File: src/rtl/cpu_sequencer.sv
// Fetch/execute phase sequencer for the 8-bit CPU: drives the sm phase bit and the datapath
// clock-enable, stalls execute on IN/OUT handshakes, and handles single-step and HALT parking.
module cpu_sequencer #(
  parameter int CNT_W      = 16,
  parameter int IO_TIMEOUT = 255
) (
  input  logic             clk,
  input  logic             rst,
  input  logic             run,
  input  logic             step_mode,
  input  logic             step,
  input  logic             halt,
  input  logic             in1,
  input  logic             out1,
  input  logic             in_valid,
  input  logic             out_ready,
  output logic             sm,
  output logic             ce,
  output logic             in_ack,
  output logic             out_valid,
  output logic             halted,
  output logic             io_err,
  output logic [CNT_W-1:0] instr_cnt,
  output logic [2:0]       dbg_state
);

  typedef enum logic [2:0] {
    S_IDLE      = 3'd0,
    S_FETCH     = 3'd1,
    S_EXEC      = 3'd2,
    S_IO_WAIT   = 3'd3,
    S_STEP_WAIT = 3'd4,
    S_HALT      = 3'd5
  } state_e;

  localparam logic [15:0] TIMEOUT_LAST = 16'(IO_TIMEOUT - 1);

  state_e           state_q, state_d;
  logic [CNT_W-1:0] cnt_q, cnt_d;
  logic             err_q, err_d;
  logic [15:0]      timer_q, timer_d;

  logic stall;
  logic timeout;
  logic retire;
  logic forced;

  // Handshakes: an input word is consumed on an edge where in1 && in_valid retires (in_ack=1);
  // an output word is taken on an edge where out1 && out_valid && out_ready retires.
  assign stall   = (in1 & ~in_valid) | (out1 & ~out_ready);
  assign timeout = (timer_q == TIMEOUT_LAST);

  always_comb begin
    retire = 1'b0;
    forced = 1'b0;
    case (state_q)
      S_EXEC:    retire = ~stall;
      S_IO_WAIT: begin
        retire = ~stall | timeout;
        forced = stall & timeout;
      end
      default: ;
    endcase
  end

  always_ff @(posedge clk) begin
    if (rst) begin
      state_q <= S_IDLE;
      cnt_q   <= '0;
      err_q   <= 1'b0;
      timer_q <= '0;
    end else begin
      state_q <= state_d;
      cnt_q   <= cnt_d;
      err_q   <= err_d;
      timer_q <= timer_d;
    end
  end

  always_comb begin
    state_d = state_q;
    case (state_q)
      S_IDLE:  if (run) state_d = S_FETCH;
      S_FETCH: state_d = S_EXEC;
      S_EXEC, S_IO_WAIT: begin
        if (retire) begin
          if (halt)           state_d = S_HALT;
          else if (step_mode) state_d = S_STEP_WAIT;
          else                state_d = S_FETCH;
        end else begin
          state_d = S_IO_WAIT;
        end
      end
      S_STEP_WAIT: if (step || !step_mode) state_d = S_FETCH;
      S_HALT:      if (run) state_d = S_FETCH;
      default:     state_d = S_IDLE;
    endcase
  end

  // Timer only runs while parked in IO_WAIT; entering from EXEC starts it at zero.
  always_comb begin
    timer_d = (state_q == S_IO_WAIT) ? timer_q + 16'd1 : 16'd0;
    cnt_d   = cnt_q + {{(CNT_W-1){1'b0}}, retire};
    err_d   = err_q;
    if (((state_q == S_IDLE) || (state_q == S_HALT)) && run) err_d = 1'b0;
    else if (forced)                                         err_d = 1'b1;
  end

  always_comb begin
    sm        = 1'b0;
    ce        = 1'b0;
    in_ack    = 1'b0;
    out_valid = 1'b0;
    halted    = 1'b0;
    case (state_q)
      S_FETCH: ce = 1'b1;
      S_EXEC, S_IO_WAIT: begin
        sm        = 1'b1;
        ce        = retire;
        in_ack    = in1 & ~stall;
        out_valid = out1;
      end
      S_HALT:  halted = 1'b1;
      default: ;
    endcase
  end

  assign io_err    = err_q;
  assign instr_cnt = cnt_q;
  assign dbg_state = state_q;

endmodule

File: config.mk
export PLATFORM = sky130hd
export DESIGN_NAME = cpu_sequencer
export DESIGN_NICKNAME = d
export VERILOG_FILES = /design/src/rtl/cpu_sequencer.sv
export SDC_FILE = /design/constraint.sdc
export NUM_CORES = 1
export LEC_CHECK = 0
export CELL_PAD_IN_SITES_DETAIL_PLACEMENT = 0
export CELL_PAD_IN_SITES_GLOBAL_PLACEMENT = 2
export CORE_MARGIN = 3
export CORE_UTILIZATION = 32
export DETAILED_ROUTE_END_ITERATION = 10
export GPL_ROUTABILITY_DRIVEN = 0
export GPL_TIMING_DRIVEN = 0
export PLACE_DENSITY_LB_ADDON = 0.1
export SLEW_MARGIN = 20
export SYNTH_ARGS = -nofsm -noshare
export SYNTH_HDL_FRONTEND = slang
export SYNTH_SLANG_ARGS = --single-unit
File: constraint.sdc
create_clock -name clk -period 6.2 [get_ports clk]
set_input_delay 0.62 -clock clk [delete_from_list [all_inputs] [get_ports clk]]
set_output_delay 0.62 -clock clk [all_outputs]
set_load 0.01 [all_outputs]
==> run summary, run 1 <==
The starting utilization of the core area is 0.337. The worst setup path endpoint is ce. The total global routing track utilization is 0.130.

The number of hold buffers added after cts is 0. The origin of the critical flop-to-flop path is timer_q[0]. Walking the worst path, the cells encountered are inv_1, ha_1, nor4b_1, nand4_1, o22ai_1, o21bai_1, clkdlybuf4s50_1. The maximum clock skew at final layout is 0.00328 ns. The count of final setup violators is 0.

The routed design has 3930 um of wire. The clock passes through at most 2 buffers. After clock tree synthesis, the repair step resized 0 gates. The largest fanout on the critical path came out at 5. The area growth from synthesis to layout is 29.5%. The worst supply voltage drop on vdd is 0.000111 V. The total count of max-transition violations in the final report is 0. The top cell type's share of synthesized area is 0.408. Measured in cells, the most critical reg-to-reg path has a length of 11. The maximum clock rate is 0.330 GHz. The CTS sink count is 36. The transition time of the tightest slew-check pin is 0.460 ns. In this run the critical register-to-register path is captured at instr_cnt[15]. The number of non-filler instances in the completed layout is 319.

The synthesized instance count came out at 207. The primary flip-flop cell chosen by synthesis mapping is dfxtp_1. The number of antenna repair diodes came out at 0. The DRC violation total after the first TritonRoute iteration came out at 97. Data on the critical path is required at its endpoint by 5.58 ns. The tree is rooted in a clkbuf_8. The sequential cell area fraction in the yosys report is 0.408. Setup repair after global routing left no endpoint under its margin. The critical path is of the reg -> out type. The die width came out at 80.3 um. The number of buffers inserted during clock tree synthesis is 5. The via count normalized by instance count came out at 4.80. In the layout the commonest cells are dfxtp_1, clkdlybuf4s50_1, nor2_1. The count of input and output buffers came out at 34. Among all stages on the critical path, the largest delay is contributed by clkdlybuf4s50_1. The post-synthesis cell type count is 43. In this run the cell area of the synthesized design comes to 1770 um^2.

TritonCTS built the clock tree. The number of global-route vias before repair is 1437. Entering global routing, the biggest net connects 12 pins. The final cell utilization of the core is 0.437.

The average instance area after synthesis is 8.53 um^2. Summed over all instances, the cell type with the most area after synthesis is dfxtp_1. The placed cell count is 311.

The number of nets in the finished design came out at 262. The library cell used most frequently in the layout, excluding fill and tap cells, is dfxtp_1. The delay of the slowest cell on the worst path came out at 0.56 ns. The tool flagged a number of max-cap violations equal to 0. The HPWL after detailed placement came out at 2970 um. The via count of the routed design came out at 1531. The wire length of the first global-routing pass is 6570 um. The flow ran to the end, and the final reports show no timing, DRC or antenna violations.

Counting flops with a built-in enable in the synthesized netlist gives 0. In the final layout, the share of cells above drive strength 1 is 0.0643. In this run the worst setup path begins at timer_q[0]. The period utilization came out at 0.488. The number of cell rows is 26. Sorting the synthesized cells by area gives the leading types as dfxtp_1, xnor2_1, nor2_1. For this run, design rule violations remaining after detail routing come to 0. The total congestion overflow after global routing came out at 0. The highest layer touched by signal routing is met4. The first detailed-routing pass took 4 iterations.

After clock tree synthesis, the clock-pin slew on the worst setup and hold paths is 0.07 ns. Buffers added to address setup during post-CTS repair amount to 0. The number of antenna violations at the first check in global routing came out at 0. Dividing the detail-routed wire length by the instance count gives 12.3 um. The worst hold margin is 0.481 ns.

The worst setup path is captured at an output port. Adding up every negative setup slack in the final design gives 0 ns. For the worst setup path, the data arrival time is 2.41 ns.

The total power divided by cell area is 201 nW/um^2. Of all flip-flops after synthesis, the portion carrying an async set or reset was 0. STA classifies the critical path startpoint as a flip-flop. The overall power came out at 460 uW.

The number of nets produced by synthesis is 221. The total of warnings raised by yosys came out at 0. The die footprint came out at 6450 um^2. The post-detailed-route count of antenna-violating nets is 0. The slack of the worst reg-to-reg path came out at 3.34 ns. The shortest period the worst path allows came out at 3.03 ns. After detailed routing, the met3 layer carries 161 um of wire. The length of routed wiring on met1 came out at 1850 um. Clock latency on the worst-skew pair, taken at its later pin, is 0.28 ns. The register bit total from synthesis came out at 36.

The core region area came out at 5240 um^2. The count of H-tree levels built during CTS came out at 2. The number of hold violations in the final report came to 0. The routed design uses 1880 um of met2 wire. The headroom to the max-slew limit came out at 0.693. The path class of the lowest-slack min-delay path is reg -> reg. The total leakage power came out at 0.000756 uW. The height of the die is 80.3 um. The number of I/O pins came out at 35.
## synthesized netlist by cell type, types with 2 or more instances
| master | n |
|---|---|
| o22ai_1 | 2 |
| o21ai_0 | 6 |
| nand3_1 | 10 |
| nand2b_1 | 4 |
| dfxtp_1 | 36 |
| nor3_1 | 6 |
| inv_1 | 13 |
| and2_1 | 3 |
| nor4b_1 | 2 |
| clkbuf_1 | 4 |
| buf_2 | 2 |
| nor4_1 | 9 |
| nor2_1 | 30 |
| ha_1 | 4 |
| xnor2_1 | 17 |
| nand4_1 | 6 |
| or3_1 | 5 |
| and3_1 | 2 |
| nand2_1 | 11 |
| a21oi_1 | 7 |
| xor2_1 | 6 |
## power breakdown
group	leakage (uW)	internal [uW]	switching (uW)	total (uW)
Sequential	0.000290	234	3.66	238
Combinational	0.000415	27.5	23.8	51.3
Clock	0.0000510	88.6	82.2	171
Total	0.000756	350	110	460
## registers in the layout, summed over array words and instances (netlist names)
register,flops
io_err,1
instr_cnt,16
dbg_state,3
timer_q,16
## metal layers
| layer | global-route usage | vias to the layer above |
|---|---|---|
| met2 | 0.219 | 28 |
| met3 | 0.0348 | 4 |
| li1 | - | 803 |
| met1 | 0.160 | 696 |
| met5 | 0 | - |
| met4 | 0.0456 | 0 |
## through the flow
step	setup WS, ns	cell area [um^2]
3_3_place_gp	3.11	2190
6_report	3.17	2290
5_1_grt	2.97	2290
3_5_place_dp	3.12	2190
2_1_floorplan	3.75	1770
4_1_cts	3.14	2290
## logic make-up (layout without fill, tap and decap cells)
family | after synthesis | count (layout) | synth area share
buf+inv | 20 | 62 | 0.0482
xor+xnor | 23 | 23 | 0.114
simple gates | 98 | 98 | 0.304
flops | 36 | 36 | 0.408
fa+ha+maj | 4 | 4 | 0.0283
compound gates | 26 | 26 | 0.0977
## area by class of cell
| cell class | count | area (um^2) |
|---|---|---|
| buffer | 7 | 36.3 |
| clock buffer | 6 | 82.6 |
| clock inverter | 2 | 10.0 |
| fill | 520 | 2950 |
| inverter | 13 | 48.8 |
| multi-input combinational | 151 | 961 |
| sequential | 36 | 721 |
| tap | 70 | 87.6 |
| timing repair buffer | 34 | 340 |
## worst min-delay path by stage
stage	end	startpoint	slack [ns]	depth (start not counted)
detailed placement	io_err	io_err	0.47	1
floorplan	timer_q[0]	timer_q[0]	0.44	1
global placement	io_err	io_err	0.45	1
finish	instr_cnt[15]	instr_cnt[15]	0.48	2
CTS	instr_cnt[15]	instr_cnt[15]	0.49	2
global route	instr_cnt[14]	instr_cnt[14]	0.52	2
## critical path, delay by kind of cell, from the launching register on
family | cells | cell delay [ns]
flip-flops | 1 | 0.34
AO/OA/AOI/OAI | 2 | 0.50
adder cells (fa/ha/maj) | 1 | 0.15
AND/OR/NAND/NOR | 2 | 0.51
buffers and inverters | 2 | 0.62
(Power assumes the default switching activity.)
==> run 2, diff against run 1 <==
Settings changed: CORE_UTILIZATION 32 to 30.
Clock period 6.2 ns to 2.8 ns, I/O delays scaled along.
==> run 2 against run 1 <==
- register-to-register slack got worse by 3.1 ns
- critical endpoint unchanged
- die area is 6.2% higher
- first-iteration DRC count decreased by 32%
- largest cell class unchanged
==> run summary, run 2 (synthesis results as in run 1) <==
The post-CTS clock slew at the launch and capture registers of the worst setup and hold paths came out at 0.07 ns (about the same). The total power divided by cell area is 444 nW/um^2 (+120%). The endpoint identified for the worst register-to-register timing path is instr_cnt[15]. The run finished with clean final reports. The top cell types in the final layout, fill and taps aside, are dfxtp_1, clkdlybuf4s50_1, nor2_1.

The startpoint identified for the worst hold timing path is io_err. The number of hold violations in the final report came out at 0 (unchanged). The total negative setup slack is 0 ns (unchanged). The number of I/O pins came out at 35 (unchanged). The per-cell routed wire length came out at 12.7 um (+2.8%). The buffer and inverter count on the worst path is 3 (+1).

The number of global-route vias before repair was 1406 (-2.2%). The critical path ends at ce. The DRC violation total after the first TritonRoute iteration came to 66 (-32%). The shortest period the worst path allows is 2.58 ns. The total global routing track utilization is 0.131 (+0.000468).

The wire length of the first global-routing pass came out at 6750 um (+2.7%). The total cell area at the placement stage came out at 2200 um^2 (+0.11%). The total leakage power is 0.000767 uW (+1.5%). The delay of the slowest cell on the worst path is 0.56 ns (about the same).

The worst endpoint required time is 2.52 ns (-3.06 ns). The area growth from synthesis to layout came out at 31.2%. The core region area is 5610 um^2 (+7.1%).

The critical path goes through inv_1, ha_1, nor4b_2, nand4_1, o22ai_2, buf_4, o21bai_1, clkdlybuf4s50_1. CTS placed an instance of clkbuf_8 at the clock tree root. The HPWL after detailed placement came to 3020 um (+1.7%).

The count of input and output buffers is 34 (unchanged). The post-detailed-route count of antenna-violating nets was 0 (unchanged). The slack of the worst reg-to-reg path came out at 0.29 ns (-3.05 ns). The count of H-tree levels built during CTS is 2 (unchanged). The number of buffers inserted during clock tree synthesis is 5 (unchanged).

The headroom to the max-slew limit is 0.657 (-0.0363). The total congestion overflow after global routing came out at 0 (unchanged). Grouping stages by cell kind, the critical path spends the most delay in buffers and inverters. TritonCTS built the clock tree. The timing startpoint of the critical path is timer_q[0].

The height of the die was 82.7 um (+3.0%). The maximum clock skew at final layout is 0.00567 ns (+0.00240 ns). The worst setup path is launched from a flip-flop. The worst supply voltage drop on vdd was 0.000252 V (+130%). The count of max-cap constraint violations is 0 (unchanged). The detailed-router iteration count before antenna repair came out at 4 (unchanged). The worst setup path is captured at an output port.

The period utilization came out at 0.921. The library cell used most frequently in the layout, excluding fill and tap cells, is dfxtp_1. The number of antenna repair diodes came out at 0 (unchanged). The total length of routed wires came to 4100 um (+4.1%). The path class of the lowest-slack min-delay path is reg -> reg. The number of antenna violations at the first check in global routing is 0 (unchanged). The number of nets in the finished design came out at 264 (+0.76%). The largest fanout on the critical path was 5 (unchanged). The arrival time at the worst endpoint came to 2.30 ns (-0.11 ns). The maximum clock rate came out at 0.388 GHz.

The logic depth of the worst path, buffers included is 8 (+1). The total DRC errors in the routed layout came out at 0 (unchanged). The buffer depth of the longest clock path came out at 2 (unchanged). The transition time of the tightest slew-check pin was 0.514 ns (+0.0545 ns). The final cell utilization of the core is 0.413 (-0.0233). The cell with the biggest individual delay on the critical path is clkdlybuf4s50_1.

The die width is 82.7 um (+3.0%). The clock insertion delay at the later pin of the skew report is 0.29 ns (about the same). The number of cell rows was 27 (+3.8%). The share of layout cells above drive strength 1 was 0.0757 (+0.0114). The pin count of the biggest net entering global routing came to 11 (-1). The path depth of the worst reg2reg path came out at 10 (-1). The CTS sink count came out at 36 (unchanged). The count of final setup violators came out at 0 (unchanged).

The worst setup path is of the reg -> out kind. The final design area excluding fillers is 2320 um^2 (+1.4%). The starting utilization of the core area came out at 0.315 (-0.0223).

The number of hold buffers added after cts is 0 (unchanged). The origin of the critical flop-to-flop path is timer_q[0]. The via count normalized by instance count is 4.77 (-0.53%). The die footprint came out at 6850 um^2 (+6.2%). The via count of the routed design came to 1542 (+0.72%). The total count of max-transition violations in the final report is 0 (unchanged).
## run 2: changes by cell type in the layout (fill, tap and decap cells not counted), sizes merged
cell and delta:
clkinv -2, clkbuf +1, buf +3
## run 2: layer usage
metal	track usage	wire, um	up-vias
li1	-	-	807
met1	0.167	1940	705
met2	0.206	1920	21
met3	0.0369	144	9
met4	0.0539	92	0
met5	0	0	-
## run 2: power breakdown
group          internal [uW]  total, uW  switching (uW)  leakage [uW]
registers                519        527            8.23      0.000290
clock network            201        382             181     0.0000455
logic                   64.6        120            55.6      0.000431
## run 2: cell type report
class,instances,area (um^2)
Timing Repair Buffer,37,363
Tap cell,72,90.1
Buffer,6,32.5
Inverter,13,48.8
Sequential cell,36,721
Multi-Input combinational cell,151,973
Clock buffer,8,90.1
Fill cell,609,3290
## run 2: stage by stage
| stage | total power (uW) | std cells | setup WS (ns) | hold slack, ns |
|---|---|---|---|---|
| 2_1_floorplan | 597 | 207 | 0.351 | 0.441 |
| 3_3_place_gp | 655 | 313 | -0.172 | 0.457 |
| 3_5_place_dp | 655 | 313 | -0.122 | 0.463 |
| 4_1_cts | 1050 | 322 | 0.000366 | 0.481 |
| 5_1_grt | 1090 | 323 | -0.00695 | 0.503 |
| 6_report | 1030 | 323 | 0.223 | 0.473 |
## run 2: timing repair
item                       CTS  global route
pin swaps                    2             2
setup endpoints to repair    3             3
resized for setup            1             1
setup buffers                1             2
## run 2: how the worst min path moves through the flow
stage,endpoint,cells past startpoint
detailed placement,io_err,1
floorplan,timer_q[0],1
global placement,timer_q[0],1
finish,io_err,1
CTS,io_err,1
global route,io_err,1
